--- src/rtl/jk_pkg.sv ---
// Shared types and JK excitation encoding for the JK bank driver.
// Excitation codes are {j,k}; the dc mask marks the bit the flop ignores for that transition.
package jk_pkg;

  typedef enum logic [1:0] {
    ST_IDLE   = 2'd0,
    ST_DRIVE  = 2'd1,
    ST_SETTLE = 2'd2
  } state_t;

  // {j,k} with don't-cares at 0, plus the mask of don't-care positions
  localparam logic [1:0] EXC_Q0_T0 = 2'b00;
  localparam logic [1:0] EXC_Q0_T1 = 2'b10;
  localparam logic [1:0] EXC_Q1_T0 = 2'b01;
  localparam logic [1:0] EXC_Q1_T1 = 2'b00;
  localparam logic [1:0] DC_K      = 2'b01;
  localparam logic [1:0] DC_J      = 2'b10;

  function automatic logic [1:0] excite_bit(input logic q, input logic t, input logic pref);
    logic [1:0] base;
    logic [1:0] dc;
    base = EXC_Q0_T0;
    dc   = DC_K;
    unique case ({q, t})
      2'b00: begin base = EXC_Q0_T0; dc = DC_K; end
      2'b01: begin base = EXC_Q0_T1; dc = DC_K; end
      2'b10: begin base = EXC_Q1_T0; dc = DC_J; end
      default: begin base = EXC_Q1_T1; dc = DC_J; end
    endcase
    return pref ? (base | dc) : base;
  endfunction

  // $clog2 floored at 1 so counters never collapse to zero width
  function automatic int clog2_min1(input int n);
    return (n <= 2) ? 1 : $clog2(n);
  endfunction

endpackage

--- src/rtl/jk_excite.sv ---
// Combinational JK excitation encoder: per bit, (current q, target t) -> (j, k).
// pref selects how the transition's don't-care input is resolved.
module jk_excite
  import jk_pkg::*;
#(
  parameter int WIDTH = 4
) (
  input  logic [WIDTH-1:0] q,
  input  logic [WIDTH-1:0] t,
  input  logic             pref,
  output logic [WIDTH-1:0] j,
  output logic [WIDTH-1:0] k
);

  always_comb begin
    j = '0;
    k = '0;
    for (int i = 0; i < WIDTH; i++) begin
      {j[i], k[i]} = excite_bit(q[i], t[i], pref);
    end
  end

endmodule

--- src/rtl/jk_bank_driver.sv ---
// Drives a bank of JK flops toward a target word, waits for settle, checks
// read-back and retries a bounded number of times.
//
//  state     | meaning
//  ----------+-----------------------------------------------------------
//  ST_IDLE   | ready for a target; done/err pulses are visible here
//  ST_DRIVE  | j/k presented to the bank for exactly one edge
//  ST_SETTLE | j=k=0 while the bank settles; compare on the last cycle
module jk_bank_driver
  import jk_pkg::*;
#(
  parameter  int WIDTH       = 4,
  parameter  int SETTLE      = 1,
  parameter  int MAX_RETRY   = 2,
  parameter  int TOGGLE_PREF = 0,
  localparam int RW          = clog2_min1(MAX_RETRY + 1)
) (
  input  logic             clk,
  input  logic             rst_n,
  input  logic             tgt_valid,
  output logic             tgt_ready,
  input  logic [WIDTH-1:0] tgt_data,
  output logic [WIDTH-1:0] j,
  output logic [WIDTH-1:0] k,
  input  logic [WIDTH-1:0] q_fb,
  output logic             busy,
  output logic             done,
  output logic             err,
  output logic [RW-1:0]    retries
);

  localparam int            CW        = clog2_min1(SETTLE);
  localparam logic [CW-1:0] CNT_INIT  = CW'(SETTLE - 1);
  localparam logic [RW-1:0] RETRY_MAX = RW'(MAX_RETRY);
  localparam logic          PREF      = (TOGGLE_PREF != 0);

  state_t           state;
  state_t           state_nxt;
  logic [WIDTH-1:0] tgt_q;
  logic [CW-1:0]    cnt;
  logic [WIDTH-1:0] exc_t;
  logic [WIDTH-1:0] exc_j;
  logic [WIDTH-1:0] exc_k;
  logic             accept;
  logic             settle_end;
  logic             match;
  logic             can_retry;

  // One encoder serves both the accept (fresh data) and retry (held target) paths
  assign exc_t      = (state == ST_IDLE) ? tgt_data : tgt_q;
  assign accept     = tgt_valid && (state == ST_IDLE);
  assign settle_end = (state == ST_SETTLE) && (cnt == '0);
  assign match      = (q_fb == tgt_q);
  assign can_retry  = (retries < RETRY_MAX);

  jk_excite #(
    .WIDTH (WIDTH)
  ) u_excite (
    .q    (q_fb),
    .t    (exc_t),
    .pref (PREF),
    .j    (exc_j),
    .k    (exc_k)
  );

  always_ff @(posedge clk or negedge rst_n) begin
    if (!rst_n) begin
      state <= ST_IDLE;
    end else begin
      state <= state_nxt;
    end
  end

  always_comb begin
    state_nxt = state;
    unique case (state)
      ST_IDLE: begin
        if (accept) state_nxt = ST_DRIVE;
      end
      ST_DRIVE: begin
        state_nxt = ST_SETTLE;
      end
      ST_SETTLE: begin
        if (settle_end) begin
          if (!match && can_retry) state_nxt = ST_DRIVE;
          else                     state_nxt = ST_IDLE;
        end
      end
      default: state_nxt = ST_IDLE;
    endcase
  end

  always_comb begin
    tgt_ready = (state == ST_IDLE);
    busy      = (state == ST_DRIVE) || (state == ST_SETTLE);
  end

  always_ff @(posedge clk or negedge rst_n) begin
    if (!rst_n) begin
      j       <= '0;
      k       <= '0;
      done    <= 1'b0;
      err     <= 1'b0;
      retries <= '0;
      tgt_q   <= '0;
      cnt     <= '0;
    end else begin
      done <= 1'b0;
      err  <= 1'b0;
      unique case (state)
        ST_IDLE: begin
          if (accept) begin
            tgt_q   <= tgt_data;
            j       <= exc_j;
            k       <= exc_k;
            retries <= '0;
          end
        end
        ST_DRIVE: begin
          // bank samples the drive on this edge; hold from here on
          j   <= '0;
          k   <= '0;
          cnt <= CNT_INIT;
        end
        ST_SETTLE: begin
          if (cnt == '0) begin
            if (match) begin
              done <= 1'b1;
            end else if (can_retry) begin
              retries <= retries + 1'b1;
              j       <= exc_j;
              k       <= exc_k;
            end else begin
              err <= 1'b1;
            end
          end else begin
            cnt <= cnt - 1'b1;
          end
        end
        default: begin
          j <= '0;
          k <= '0;
        end
      endcase
    end
  end

endmodule

--- config.mk ---
export PLATFORM = sky130hd
export DESIGN_NAME = jk_bank_driver
export DESIGN_NICKNAME = d
export VERILOG_FILES = /design/src/rtl/jk_pkg.sv /design/src/rtl/jk_excite.sv /design/src/rtl/jk_bank_driver.sv
export SDC_FILE = /design/constraint.sdc
export NUM_CORES = 1
export LEC_CHECK = 0
export ABC_AREA = 1
export BUFFER_PORTS_ARGS = -buffer_cell sky130_fd_sc_hd__buf_2
export CORE_ASPECT_RATIO = 0.75
export CORE_MARGIN = 2
export CORE_UTILIZATION = 55
export DETAILED_ROUTE_END_ITERATION = 6
export PLACE_DENSITY = 0.82
export SYNTH_ARGS = -nofsm -noshare
export SYNTH_HDL_FRONTEND = slang
export SYNTH_SLANG_ARGS = --single-unit
--- constraint.sdc ---
create_clock -name clk -period 3.06 [get_ports clk]
set_input_delay 0.612 -clock clk [delete_from_list [all_inputs] [get_ports clk]]
set_output_delay 0.612 -clock clk [all_outputs]
set_load 0.03 [all_outputs]
---- Word level (Yosys, flattened, before mapping) ----
Index checks and enable logic that the tools add are counted.
Widths: inputs -> output; s select.
operators by class
  add/subtract/negate cells ............... 2
  $lt $le $gt $ge ......................... 1
  equality and inequality tests ........... 16
  multiplexer cells ....................... 33
  bitwise gates (word level) .............. 1
  reductions and logical operators ........ 12
operator list
  cell                 number
  $mux 4               9
  $pmux 2 s2           5
  $pmux 4 s2           2
  $mux 2               6
  $eq 2x1->1 const B   5
  $eq 2x2->1 const B   5
  $mux 1               9
  $ne 2x2->1 const B   4
  $pmux 2 s3           1
  $reduce_and 5->1     1
  $eq 4x4->1           1
  $reduce_and 2->1     2
  $reduce_and 4->1     1
  $reduce_bool 2->1    2
  $logic_and 1x1->1    3
  $add 2x1->2 const B  1
  $logic_not 2->1      1
  $lt 2x2->1 const B   1
  $ne 2x1->1 const B   1
  $pmux 1 s2           1
  $logic_not 1->1      1
  $logic_or 1x1->1     1
  $not 1->1            1
  $sub 1x1->1 const B  1
storage, ports and cells
  register bits ........................... 19
  bits of input ports ..................... 11
  output and inout bits ................... 14

---- Longest topological paths before layout ----
Gate-level depths: netlist (run 1).
  word-level depth ........................ 8
  gate-level depth with buffers ........... 9
  depth with buffers taken out ............ 9

---- Hierarchy ----
Synthesis (run 1) repeated with hierarchy kept, for this count alone.
second synthesis, totals
  cell total of the unflattened synthesis .. 152
  area, all modules ....................... 1152.4 um2
modules (own cells, without submodules)
  module          times used  cells each  area each (um2)
  jk_bank_driver  1           119         1027.2
  jk_excite       1           33          125.1

---- Least setup slack after synthesis (run 1) ----
Ideal clock, no wire load.
  path type ............................... register to register
  start ................................... register state[0]
  end ..................................... register j[2]
  data arrival time ....................... 1.632 ns
  path slack .............................. 1.354 ns
  stages on the path, launching flop included .. 10
  buffers on the path ..................... 1
  period minus slack after synthesis ...... 1.706 ns
  path through ............................ dfrtp_1 -> inv_1 -> ha_1 -> inv_2 -> nor2_4 -> a21oi_4 -> nand2_4 -> buf_12 -> nand2_2 -> o21ai_2
between the ends
  cells in the longest elaborated chain, start to end .. 8
  elaborated cells between the ends (all ways) .. 17
  classes of those cells .................. eq/ne (7); mux (7); reduce/logical (3)
RTL lines
  item                                             RTL line               RTL
  start, declared                                  jk_bank_driver.sv:37   state_t state;
  start signal, assigned                           jk_bank_driver.sv:70   state <= state_nxt;
  $logic_not 2->1 *                                -
  net tgt_ready                                    jk_bank_driver.sv:21   output logic tgt_ready,
  $mux 4                                           jk_bank_driver.sv:50   assign exc_t = (state == ST_IDLE) ? tgt_data : tgt_q;
  $eq 2x2->1 / $eq 2x1->1 (equally long branches)  -
  $pmux 2 s2                                       jk_pkg.sv:24           unique case ({q, t})
  $mux 4                                           jk_bank_driver.sv:129  end else if (can_retry) begin
  $mux 4                                           jk_bank_driver.sv:127  if (match) begin
  $mux 4                                           jk_bank_driver.sv:126  if (cnt == '0) begin
  $pmux 4 s2                                       jk_bank_driver.sv:110  unique case (state)
  end signal, assigned                             jk_bank_driver.sv:114  j <= exc_j;
  end signal, assigned                             jk_bank_driver.sv:131  j <= exc_j;
  end, declared                                    jk_bank_driver.sv:23   output logic [WIDTH-1:0] j,
The timed path passes the listed nets; every way through them passes the cells marked *. The select of a mux whose other input is x is not followed.
A chain may end at the register's enable or synchronous reset.

---- Worst setup path after layout (run 1) ----
  start ................................... register state[1]
  end ..................................... output port tgt_ready
between the ends
  cells in the longest elaborated chain, start to end .. 1
RTL lines
  item             RTL line              RTL
  $logic_not 2->1  jk_bank_driver.sv:94  tgt_ready = (state == ST_IDLE);
  end, declared    jk_bank_driver.sv:21
No other way between the ends.

==> results of run 1 <==
==> logic make-up (layout without fill, tap and decap cells) <==
kind of cell | Yosys count | count (layout) | share of synthesized area
DFF | 18 | 18 | 0.445
and+or+nand+nor | 63 | 63 | 0.272
xor gates and xnor gates | 1 | 1 | 0.00865
AOI/OAI and AO/OA | 20 | 20 | 0.142
adders and majority gates | 4 | 4 | 0.0494
buffers and inverters | 18 | 45 | 0.0828
==> power groups by stage <==
stage | Sequential [W] | Combinational, W | Clock [W]
after global routing | 0.000423 | 0.000832 | 0.000164
after global placement | 0.000407 | 0.000733 | 0
after CTS | 0.000410 | 0.000758 | 0.000156
final | 0.000409 | 0.000752 | 0.000148
after detailed placement | 0.000415 | 0.000752 | 0
after floorplan | 0.000532 | 0.000487 | 0
==> layout by cell type, fill, tap and decap left out <==
| master | n |
|---|---|
| a21oi_1 | 4 |
| a21oi_4 | 1 |
| buf_2 | 24 |
| clkbuf_4 | 3 |
| clkbuf_8 | 1 |
| dfrtp_1 | 18 |
| ha_1 | 4 |
| inv_1 | 16 |
| inv_2 | 1 |
| nand2_1 | 38 |
| nand2_2 | 2 |
| nand2_4 | 1 |
| nand3_1 | 6 |
| nand3_2 | 1 |
| nand4_1 | 1 |
| nor2_1 | 12 |
| nor2_2 | 1 |
| nor2_4 | 1 |
| o21ai_0 | 6 |
| o21ai_2 | 8 |
| o31ai_1 | 1 |
| xnor2_1 | 1 |
==> critical path, stage by stage, from the launching register on <==
cell and delay, ns:
dfrtp_1 0.42, inv_1 0.12, ha_1 0.33, buf_2 0.26
==> metrics by stage <==
stage	hold WS, ns	instances	area, sq um	total power (W)
floorplan	0.316	124	1010	0.00102
global placement	0.461	169	1140	0.00114
detailed placement	0.465	169	1140	0.00117
CTS	0.221	173	1180	0.00132
global route	0.240	173	1180	0.00142
finish	0.216	173	1180	0.00131
==> worst max path at each step <==
| stage | endpoint | slack [ns] | cells after the start |
|---|---|---|---|
| global route | tgt_ready | 0.94 | 3 |
| detailed placement | tgt_ready | 1.36 | 3 |
| floorplan | j[2]$_DFFE_PN0P_ | 1.35 | 9 |
| global placement | tgt_ready | 1.44 | 3 |
| CTS | tgt_ready | 1.0 | 3 |
| finish | tgt_ready | 1.02 | 3 |
==> metal layers <==
| layer | global-route usage | up-vias | share of wire |
|---|---|---|---|
| met5 | 0 | - | 0 |
| met4 | 0.122 | 0 | 0.021 |
| met3 | 0.0693 | 5 | 0.055 |
| met2 | 0.336 | 20 | 0.48 |
| met1 | 0.243 | 376 | 0.44 |
| li1 | - | 444 | - |
==> area by class of cell <==
| class | instances | area, sq um | area share |
|---|---|---|---|
| sequential | 18 | 450 | 0.383 |
| timing repair buffer | 24 | 120 | 0.102 |
| inverter | 17 | 63.8 | 0.0543 |
| tap | 22 | 27.5 | 0.0234 |
| multi-input combinational | 88 | 478 | 0.406 |
| clock buffer | 4 | 36.3 | 0.0309 |
==> flip-flops by register name (all words and copies together), names as in the netlist <==
name,cells
done,1
k,4
tgt_q,4
err,1
retries,2
state,2
j,4
==> impl_metrics.env, run 1 <==
export IMPL_irDropWorstVdd_mv=0.738
export IMPL_startpoint_type="register"
export IMPL_clkPwrFrac=0.113
export IMPL_yosysSeqAreaShare=0.445
export IMPL_design_portCount=25
export IMPL_status="completed"
export IMPL_async_reset_ff_frac=1.00
export IMPL_htreeDepth=1
export IMPL_die_x_um=53.5
export IMPL_synth_ff_latch_count=18
export IMPL_postCtsHoldBufs=0
export IMPL_r2r_start="state[1]$_DFFE_PN0P_"
export IMPL_grt_pass1_vias=686
export IMPL_worst_setup_path_type="register to primary output"
export IMPL_grt_usage=0.207
export IMPL_place_ws_ns=1.36
export IMPL_syn_nets=139
export IMPL_cts_root_buf="clkbuf_4"
export IMPL_synthFlopType="dfrtp_1"
export IMPL_via_count=845
export IMPL_drtAntennaViolNets=0
export IMPL_hold_violations=0
export IMPL_netlist_area_sq_mm=0.00101
export IMPL_gp_congestion=0.806
export IMPL_post_drt_wl_per_cell_um=11.2
export IMPL_finalSetupViolCount=0
export IMPL_drcViolationCount=0
export IMPL_relSlewSlack=0.732
export IMPL_drtPass1Iterations=4
export IMPL_ctsLongestPathBuffers=2
export IMPL_intPower_w=0.000638
export IMPL_fill_cells=157
export IMPL_post_synth_top_area_cell="dfrtp_1"
export IMPL_drive_gt1_frac=0.291
export IMPL_timing_final_ws_setup_ns=1.02
export IMPL_via_per_inst=4.88
export IMPL_ys_top_cells_by_area="dfrtp_1 (44%), nand2_1 (14%), o21ai_2 (6.9%)"
export IMPL_grt_max_degree=19
export IMPL_fin_crit_sh=0.667
export IMPL_sw_frac_of_total=0.512
export IMPL_worst_pin_slew_ns=0.403
export IMPL_synth_most_common_cell="nand2_1"
export IMPL_ys_warn_count=0
export IMPL_clk_latency_ns=0.30
export IMPL_synthesis_instances=124
export IMPL_cts_tree="built"
export IMPL_synth_top_area_frac=0.445
export IMPL_final_core_util=0.676
export IMPL_drt_initial_drc_count=21
export IMPL_fmax_mhz=490
export IMPL_synth_edf_count=0
export IMPL_reg2reg_depth=8
export IMPL_p_seq_frac=0.313
export IMPL_grt_pass1_wl_um=3020
export IMPL_antenna_found_initial=0
export IMPL_clkTransAtPathRegs_ns=0.10
export IMPL_area_growth_synth_to_final_pct=16.2
export IMPL_cts_sinks=18
export IMPL_min_path_type="input port to asynchronous set/reset pin"
export IMPL_p_per_area_mw_per_mm2=1110
export IMPL_reg2reg_to="j[1]$_DFFE_PN0P_"
export IMPL_rsz0062_at_grt="no"
export IMPL_yosys_top_cells_count="nand2_1 (38), dfrtp_1 (18), inv_1 (16)"
export IMPL_fin_worst_skew_ns=0.00565
export IMPL_layout_nets=167
export IMPL_grt_overflow=0
export IMPL_numCtsBuffers=3
export IMPL_critPathArrivalTime_ns=1.43
export IMPL_dp_hpwl_um=1510
export IMPL_n_antenna_cell=0
export IMPL_r2r_slack_ns=1.38
export IMPL_postRouteWirelength_um=1940
export IMPL_synth_avg_cell_area_sq_um=8.16
export IMPL_max_cap_viol_count=0
export IMPL_switchingPower_w=0.000670
export IMPL_startpoint="state[1]$_DFFE_PN0P_"
export IMPL_initial_core_util=0.582
export IMPL_worstPathMaxFanout=9
export IMPL_fp_row_count=13
export IMPL_die_area_sq_mm=0.00220
export IMPL_final_min_clock_period_ns=2.04
export IMPL_cts_resized=0
export IMPL_end_kind="primary output"
export IMPL_tns_ns=0
export IMPL_p_leak_nw=0.665
export IMPL_slew_viol_final=0
export IMPL_dieHeight_um=41.2
export IMPL_combPwrFrac=0.575
export IMPL_yosysUniqueCellTypes=20
export IMPL_io_buffers=24
export IMPL_coreArea_sq_mm=0.00174
export IMPL_cp_data_required_time_ns=2.45
export IMPL_post_cts_buffers=0
Power figures use the tool's default switching activity.
==> run 2, diff against run 1 <==
- CORE_UTILIZATION: 55 -> 51
- PLACE_DENSITY: 0.82 -> 0.77
- clock period: 3.06 -> 2 ns (I/O delays scaled with it)
==> impl_metrics.env, run 2 (synthesis results as in run 1) <==
export IMPL_status="completed"
export IMPL_clkTransAtPathRegs_ns=0.11
export IMPL_dieHeight_um=42.6
export IMPL_drtPass1Iterations=4
export IMPL_grt_pass1_vias=724
export IMPL_design_portCount=25
export IMPL_fin_crit_sh=0.899
export IMPL_worst_setup_path_type="register to primary output"
export IMPL_r2r_slack_ns=0.37
export IMPL_n_antenna_cell=0
export IMPL_drcViolationCount=0
export IMPL_io_buffers=24
export IMPL_fin_worst_skew_ns=0.00336
export IMPL_relSlewSlack=0.736
export IMPL_postCtsHoldBufs=0
export IMPL_grt_overflow=0
export IMPL_critical_path_cell_chain="inv_1 -> ha_1 -> buf_2"
export IMPL_fp_row_count=13
export IMPL_drive_gt1_frac=0.291
export IMPL_p_leak_nw=0.665
export IMPL_worstPathMaxFanout=9
export IMPL_fmax_mhz=556
export IMPL_end_kind="primary output"
export IMPL_gp_congestion=0.785
export IMPL_area_growth_synth_to_final_pct=16.2
export IMPL_initial_core_util=0.561
export IMPL_max_cap_viol_count=0
export IMPL_layout_commonest_cell="nand2_1"
export IMPL_cts_root_buf="clkbuf_4"
export IMPL_numCtsBuffers=3
export IMPL_final_core_util=0.651
export IMPL_die_area_sq_mm=0.00236
export IMPL_startpoint_type="register"
export IMPL_drt_initial_drc_count=29
export IMPL_post_drt_wl_per_cell_um=10.7
export IMPL_ctsLongestPathBuffers=2
export IMPL_reg_top3="j x4, k x4, tgt_q x4"
export IMPL_reg2reg_to="j[0]$_DFFE_PN0P_"
export IMPL_tns_ns=0
export IMPL_cts_sinks=18
export IMPL_p_per_area_mw_per_mm2=1700
export IMPL_worst_pin_slew_ns=0.396
export IMPL_via_per_inst=4.80
export IMPL_hold_violations=0
export IMPL_slowest_delay_ns=0.42
export IMPL_cp_top_family="flip-flops"
export IMPL_cp_data_required_time_ns=1.60
export IMPL_crit_buf_inv=2
export IMPL_finalSetupViolCount=0
export IMPL_critPathArrivalTime_ns=1.40
export IMPL_postRouteWirelength_um=1860
export IMPL_layout_nets=167
export IMPL_grt_pass1_wl_um=3230
export IMPL_coreArea_sq_mm=0.00181
export IMPL_placed_area_sq_mm=0.00114
export IMPL_cp_slowest_cell="dfrtp_1"
export IMPL_final_cell_mix="nand2_1 (38), buf_2 (24), dfrtp_1 (18)"
export IMPL_rsz0062_at_grt="no"
export IMPL_final_min_clock_period_ns=1.80
export IMPL_reg2reg_depth=8
export IMPL_dp_hpwl_um=1480
export IMPL_min_path_type="input port to asynchronous set/reset pin"
export IMPL_postLayoutCellArea_sq_mm=0.00118
export IMPL_r2r_start="state[1]$_DFFE_PN0P_"
export IMPL_drtAntennaViolNets=0
export IMPL_die_x_um=55.4
export IMPL_grt_usage=0.180
export IMPL_cts_resized=0
export IMPL_slew_viol_final=0
export IMPL_irDropWorstVdd_mv=1.02
export IMPL_cts_tree="built"
export IMPL_via_count=830
export IMPL_htreeDepth=1
export IMPL_post_cts_buffers=0
export IMPL_grt_max_degree=19
export IMPL_clk_latency_ns=0.30
export IMPL_antenna_found_initial=0
-- run 2: cell counts in the layout (fill, tap and decap cells not counted) --
No cell type changed its count.
-- run 2: report_power, final --
group / internal (W) / switching (W) / total (W) / leakage (nW)
combinational: 0.000345 / 0.000794 / 0.00114 / 0.414
sequential: 0.000518 / 0.000111 / 0.000629 / 0.230
clock: 0.000111 / 0.000119 / 0.000230 / 0.0210
-- run 2: final cells by class --
cell class	instances	area [sq um]
clock buffer	4	36.3
fill	156	629
inverter	17	63.8
multi-input combinational	88	478
sequential	18	450
tap	22	27.5
timing repair buffer	24	120
-- run 2: worst max-delay path by stage --
stage                         startpoint                to  slack, ns  cells past startpoint
global route        state[0]$_DFFE_PN0P_         tgt_ready       0.09                      3
floorplan           state[0]$_DFFE_PN0P_  j[2]$_DFFE_PN0P_       0.29                      9
finish              state[1]$_DFFE_PN0P_         tgt_ready       0.20                      3
detailed placement  state[1]$_DFFE_PN0P_  k[3]$_DFFE_PN0P_       0.38                      8
CTS                 state[1]$_DFFE_PN0P_         tgt_ready       0.19                      3
global placement    state[1]$_DFFE_PN0P_  j[1]$_DFFE_PN0P_       0.47                      8
-- run 2: metal layers --
layer | vias up | routed length, um | track usage
met3 | 2 | 119 | 0.0710
met5 | - | 0 | 0
met4 | 0 | 12 | 0.0537
met1 | 364 | 892 | 0.237
met2 | 24 | 832 | 0.274
li1 | 440 | - | -
-- run 2: worst register-to-register path, stage by stage (launching register included) --
cell     delay, ns
dfrtp_1       0.42
inv_1         0.10
ha_1          0.32
inv_2         0.12
nor2_4        0.17
a21oi_4       0.06
nand2_4       0.21
nand2_1       0.10
o21ai_2       0.06
-- run 2: stage by stage --
stage	total power, W	cells	hold WS, ns	setup slack [ns]
2_1_floorplan	0.00156	124	0.104	0.294
3_3_place_gp	0.00175	169	0.353	0.467
3_5_place_dp	0.00179	169	0.352	0.384
4_1_cts	0.00201	173	0.0237	0.194
5_1_grt	0.00217	173	0.0146	0.0912
6_report	0.00200	173	0.00956	0.201
